**config.mk**
```make
export PLATFORM = sky130hd
export DESIGN_NAME = rename_unit_ckpt
export DESIGN_NICKNAME = d
export VERILOG_FILES = /design/src/rtl/rename_unit_ckpt.sv
export SDC_FILE = /design/constraint.sdc
export NUM_CORES = 2
export LEC_CHECK = 0
export BUFFER_PORTS_ARGS = -buffer_cell sky130_fd_sc_hd__buf_2
export CAP_MARGIN = 5
export CORE_ASPECT_RATIO = 1.1
export CORE_MARGIN = 2
export CORE_UTILIZATION = 50
export CTS_CLUSTER_DIAMETER = 150
export DETAILED_ROUTE_END_ITERATION = 6
export PLACE_DENSITY = 0.71
export REMOVE_ABC_BUFFERS = 1
export SKIP_CTS_REPAIR_TIMING = 1
export SYNTH_ARGS = -nofsm -noshare
export SYNTH_HDL_FRONTEND = slang
export SYNTH_SLANG_ARGS = --single-unit
```
**constraint.sdc**
```tcl
create_clock -name clk -period 61.1 [get_ports clk]
set_clock_uncertainty 0.05 [all_clocks]
set_input_delay 0 -clock clk [delete_from_list [all_inputs] [get_ports clk]]
set_output_delay 0 -clock clk [all_outputs]
set_load 0.01 [all_outputs]
```
**src/rtl/rename_unit_ckpt.sv**
```systemverilog
// Register rename unit: RAT, circular physical free list and a FIFO of
// branch checkpoints giving single-cycle recovery on a mispredict.
module rename_unit_ckpt #(
  parameter  int ARCH_REGS  = 32,
  parameter  int PHYS_REGS  = 64,
  parameter  int CKPT_DEPTH = 4,
  localparam int AW = $clog2(ARCH_REGS),
  localparam int PW = $clog2(PHYS_REGS),
  localparam int CW = $clog2(CKPT_DEPTH)
) (
  input  logic          clk,
  input  logic          reset,
  input  logic          ren_valid,
  output logic          ren_ready,
  input  logic [AW-1:0] ren_src1,
  input  logic [AW-1:0] ren_src2,
  input  logic [AW-1:0] ren_dest,
  input  logic          ren_ckpt,
  output logic          out_valid,
  output logic [PW-1:0] out_src1,
  output logic [PW-1:0] out_src2,
  output logic [PW-1:0] out_dest,
  output logic [PW-1:0] out_dest_old,
  output logic [CW-1:0] out_ckpt_id,
  input  logic          commit_valid,
  input  logic [PW-1:0] commit_free,
  input  logic          release_valid,
  input  logic          recover_valid,
  input  logic [CW-1:0] recover_id,
  output logic [PW:0]   free_count
);

  localparam logic [PW:0] FREE_MAX = (PW+1)'(PHYS_REGS - ARCH_REGS);
  localparam logic [CW:0] CK_FULL  = (CW+1)'(CKPT_DEPTH);

  logic [ARCH_REGS-1:0][PW-1:0] map_q, map_d;
  logic [PHYS_REGS-1:0][PW-1:0] fl_q, fl_d;
  logic [PW:0] head_q, head_d, tail_q, tail_d;

  logic [CKPT_DEPTH-1:0][ARCH_REGS-1:0][PW-1:0] ck_map_q, ck_map_d;
  logic [CKPT_DEPTH-1:0][PW:0] ck_fh_q, ck_fh_d;
  logic [CW:0] ck_head_q, ck_head_d, ck_tail_q, ck_tail_d, ck_cnt;

  logic          out_valid_q, out_valid_d;
  logic [PW-1:0] out_src1_q, out_src1_d, out_src2_q, out_src2_d;
  logic [PW-1:0] out_dest_q, out_dest_d, out_old_q, out_old_d;
  logic [CW-1:0] out_ck_q, out_ck_d;

  logic xfer, alloc, push, rel;

  assign free_count = tail_q - head_q;
  assign ck_cnt     = ck_tail_q - ck_head_q;
  assign ren_ready  = !recover_valid && (free_count != '0)
                      && !(ren_ckpt && (ck_cnt == CK_FULL));
  assign xfer  = ren_valid && ren_ready;
  assign alloc = xfer && (ren_dest != '0);
  assign push  = commit_valid && (commit_free != '0);
  assign rel   = release_valid && (ck_cnt != '0);

  assign out_valid    = out_valid_q;
  assign out_src1     = out_src1_q;
  assign out_src2     = out_src2_q;
  assign out_dest     = out_dest_q;
  assign out_dest_old = out_old_q;
  assign out_ckpt_id  = out_ck_q;

  always_comb begin
    map_d       = map_q;
    fl_d        = fl_q;
    head_d      = head_q;
    tail_d      = tail_q;
    ck_map_d    = ck_map_q;
    ck_fh_d     = ck_fh_q;
    ck_head_d   = ck_head_q;
    ck_tail_d   = ck_tail_q;
    out_valid_d = xfer;
    out_src1_d  = out_src1_q;
    out_src2_d  = out_src2_q;
    out_dest_d  = out_dest_q;
    out_old_d   = out_old_q;
    out_ck_d    = out_ck_q;

    if (push) begin
      fl_d[tail_q[PW-1:0]] = commit_free;
      tail_d = tail_q + 1'b1;
    end
    if (rel) ck_head_d = ck_head_q + 1'b1;

    // Truncation is applied after any same-cycle release.
    if (recover_valid) begin
      map_d     = ck_map_q[recover_id];
      head_d    = ck_fh_q[recover_id];
      ck_tail_d = ck_head_d + {1'b0, recover_id - ck_head_d[CW-1:0]};
    end else if (xfer) begin
      out_src1_d = map_q[ren_src1];
      out_src2_d = map_q[ren_src2];
      out_dest_d = '0;
      out_old_d  = '0;
      out_ck_d   = '0;
      if (alloc) begin
        out_dest_d       = fl_q[head_q[PW-1:0]];
        out_old_d        = map_q[ren_dest];
        map_d[ren_dest]  = out_dest_d;
        head_d           = head_q + 1'b1;
      end
      if (ren_ckpt) begin
        ck_map_d[ck_tail_q[CW-1:0]] = map_d;
        ck_fh_d[ck_tail_q[CW-1:0]]  = head_d;
        out_ck_d  = ck_tail_q[CW-1:0];
        ck_tail_d = ck_tail_q + 1'b1;
      end
    end
  end

  always_ff @(posedge clk or posedge reset) begin
    if (reset) begin
      for (int i = 0; i < ARCH_REGS; i++) map_q[i] <= PW'(i);
      for (int i = 0; i < PHYS_REGS; i++) fl_q[i] <= PW'(i + ARCH_REGS);
      head_q      <= '0;
      tail_q      <= FREE_MAX;
      ck_map_q    <= '0;
      ck_fh_q     <= '0;
      ck_head_q   <= '0;
      ck_tail_q   <= '0;
      out_valid_q <= 1'b0;
      out_src1_q  <= '0;
      out_src2_q  <= '0;
      out_dest_q  <= '0;
      out_old_q   <= '0;
      out_ck_q    <= '0;
    end else begin
      map_q       <= map_d;
      fl_q        <= fl_d;
      head_q      <= head_d;
      tail_q      <= tail_d;
      ck_map_q    <= ck_map_d;
      ck_fh_q     <= ck_fh_d;
      ck_head_q   <= ck_head_d;
      ck_tail_q   <= ck_tail_d;
      out_valid_q <= out_valid_d;
      out_src1_q  <= out_src1_d;
      out_src2_q  <= out_src2_d;
      out_dest_q  <= out_dest_d;
      out_old_q   <= out_old_d;
      out_ck_q    <= out_ck_d;
    end
  end

  logic [PHYS_REGS-1:0] in_win;
  logic                 fl_dup;

  // Only the live window head..tail-1 of the free list is meaningful.
  always_comb begin
    fl_dup = 1'b0;
    for (int i = 0; i < PHYS_REGS; i++)
      in_win[i] = {1'b0, PW'(i) - head_q[PW-1:0]} < free_count;
    for (int i = 0; i < PHYS_REGS; i++)
      for (int j = i + 1; j < PHYS_REGS; j++)
        if (in_win[i] && in_win[j] && (fl_q[i] == fl_q[j]))
          fl_dup = 1'b1;
  end

  always_ff @(posedge clk) begin
    if (!reset) begin
      assert (free_count <= FREE_MAX)
        else $error("free_count above capacity");
      assert (!fl_dup)
        else $error("physical register twice in free list");
    end
  end

endmodule

```
==> summary.txt <==
overall power: 2.959 mW
Setup WS post-layout: 53.71 ns
Filler cells: 10990
setup_tns: 0 ns
Detailed Route WL: 193600 um
PD cells: 39.63 nW/um2
Total GRT Usage: 0.2812
Post-Route Utilization: 0.5547
Post-Syn Instances: 5851
Core Area: 134600 um2
Synth Area in Adders: 0.003347
Max-cap violations: 0
Ports: 65
sequential share of power: 0.416
PortBufs: 64
Vert. Die Dim: 390.9 um
XOR/XNOR Fraction of Synth Area: 0.002795
Worst Path Class, Setup: flip-flop to flip-flop
top cells by count, synth: nand2_1 (1225), dfrtp_1 (1146), o21ai_0 (950), mux4_2 (441), mux2_2 (406)
share of the synthesized area in the top cell type: 0.4215
Slew Limit Fails: 0
Clk pwr share: 0.311
Worst Hold Class: input pin to flip-flop
worst ir drop on vdd: 0.06290 mV
htree depth: 4
static leakage: 31.33 nW
vias in the first global route: 48430
Buf/Inv on CP: 6
Arr. time, crit path: 7.96 ns
r2r setup slk: 53.71 ns
Mapped Area: 68030 um2
Mapped Avg Cell Area: 11.63 um2
top-count cell post-synth: nand2_1
flip-flop and latch area: 35860 um2
yosys warns: 0
wire per inst: 25.42 um
Worst slew margin: 0.03576
Initial Util: 0.5054
fin cells: 7614
post-route clock period utilization: 0.1210
cell taking the most area after synthesis: dfrtp_1
initial DRC count: 4767
share of layout cells above drive strength 1: 0.2650
RSZ-0062 raised after global routing: false
largest net degree at the start of global routing: 222
sequential-to-total area share from yosys stat: 0.5270
largest family of logic cells by synthesized area: multiplexers
sw power: 1.023 mW
cell mode on critical path: buf_4
Final HPWL DP: 117900 um
status: completed
DRC errors left: 0
nets@finish: 5746
ranking of synthesized cells by area: dfrtp_1 (42%), mux4_2 (15%), dfstp_2 (11%)
final hold vios: 0
CP required: 61.66 ns
Net Sw Frac: 0.3458
Critical Path Source Type: flip-flop
CTS tree: yes
asr flop ratio synth: 1.000
Tmin final: 7.393 ns
die area: 139000 um2
first-pass GRT wire length: 298500 um
Hold Path Cell Cnt: 4
CP max stage cell: dfrtp_1
cell-by-cell trace of the critical path: inv_1, ha_1, or2_1, o2111a_1, a311oi_1, nand4_1, o21ai_4, buf_4, clkinv_2, buf_4, nand3_4, buf_12, buf_4, o21ai_0
WP depth: 14
FF+latch count, synth: 1419
vias per cell: 6.329
internal power: 1.936 mW
CTS clk-pin slew, worst paths: 0.06 ns
achievable frequency: 135.3 MHz
EDFF count, synth: 0
Worst R2R Path Depth: 14
worst-path fanout max: 221
multi-input combinational cell area: 30170 um2
clk sinks: 1419
combinational fraction of design power: 0.272
via count: 48190
delay-heaviest family, CP: buffers and inverters
simple-gate share of the synthesized area: 0.09576
initial antenna violation count: 5
GP Congestion: 0.9196
Compound-Gate Fraction of Synth Area: 0.1123
Inst Count DP: 7319
CTS buffer count: 144
clock buffer depth: 3
grt ovf: 0
Worst-Skew Late Latency: 0.80 ns
actual slew at the worst max-slew pin: 1.446 ns
post-route ant nets: 0
crit end category: flip-flop
setup violators final: 0
area delta synth->final: 9.758%
Pre-antenna DRT Iters: 6
slowest stage delay, CP: 0.85 ns
mux share of post-synthesis cell area: 0.2267
Cell variety after synth: 71
pre-CTS setup slack: 53.82 ns
FP Rows: 141
top_reg_cell synth: dfrtp_1
CTS root buffer: clkbuf_16
Die W: 355.7 um
kinds of logic (layout without fill, tap and decap cells):
family / count (synthesis) / after routing
AND/OR/NAND/NOR: 1611 / 1611
flip-flops: 1419 / 1419
AO/OA/AOI/OAI: 1345 / 1345
multiplexers: 939 / 939
buffers and inverters: 500 / 471
XOR/XNOR: 20 / 20
adder cells (fa/ha/maj): 17 / 17
other: 0 / 5
tightest hold or removal path, delay by kind of cell:
family	cells	cell delay (ns)
buf+inv	1	0.24
compound gates	1	0.18
mux	2	0.42
worst paths after layout:
check / start / endpoint
worst max-delay path: head_q[2] / ck_map_q[719]
worst min-delay path: ren_src2[4] / out_src2[0]
worst max register to register: head_q[2] / ck_map_q[719]
worst min register to register: ck_map_q[764] / ck_map_q[764]
max in group asynchronous: reset / fl_q[99]
min in group asynchronous: reset / ck_map_q[3]
power by group through the flow:
stage	clock, mW	combinational [mW]	sequential [mW]
CTS	0.932	0.790	1.23
floorplan	0	0.452	1.23
global placement	0	0.772	1.23
detailed placement	0	0.788	1.24
global route	0.969	0.844	1.25
finish	0.921	0.806	1.23
flip-flops by register name, indices dropped and copies added, names as in the netlist, 7 cells and up:
name      flops
ck_fh_q      28
tail_q        7
head_q        7
ck_map_q    768
fl_q        384
map_q       192
stage by stage:
step                      cell area (um2)  hold slack, ns
after CTS                           74450         -0.5975
after floorplan                     65960       -0.003593
after detailed placement            69480          0.2363
after global placement              69480          0.2308
final                               74670         0.04555
after global routing                74670         0.02034
layout make-up:
| type | instances | area share |
|---|---|---|
| tap | 1787 | 0.02994 |
| inverter | 30 | 0.001625 |
| clock inverter | 38 | 0.006384 |
| multi-input combinational | 3932 | 0.4040 |
| sequential | 1419 | 0.4802 |
| timing repair buffer | 172 | 0.01753 |
| clock buffer | 231 | 0.06017 |
| antenna | 5 | 0.0001676 |
layout by cell type (no fill, tap or decap), drive strengths merged, types with 7 or more instances in the layout:
cell type	count
a31oi	24
dfstp	273
a22oi	174
mux2	406
bufinv	7
dfrtp	1146
nand2	1227
o21ai	954
ha	15
o211ai	50
nand3	139
clkbuf	231
nor2	143
nand3b	9
a221o	10
inv	27
clkinv	29
mux2i	92
mux4	441
o2111ai	9
and3	7
o221ai	13
o22ai	15
buf	151
nor2b	13
o22a	7
nor3	40
and2	7
dlygate4sd3	21
a21oi	65
xnor2	15
layer usage:
metal	up-vias	global-route usage	part of all wire	routed length [um]
met2	2181	0.4393	0.47	90980
met1	24550	0.3627	0.38	73340
met4	0	0.1642	0.062	12010
li1	20860	-	-	-
met5	-	0	0	0
met3	610	0.06233	0.089	17220
Power figures use the tool's default switching activity.
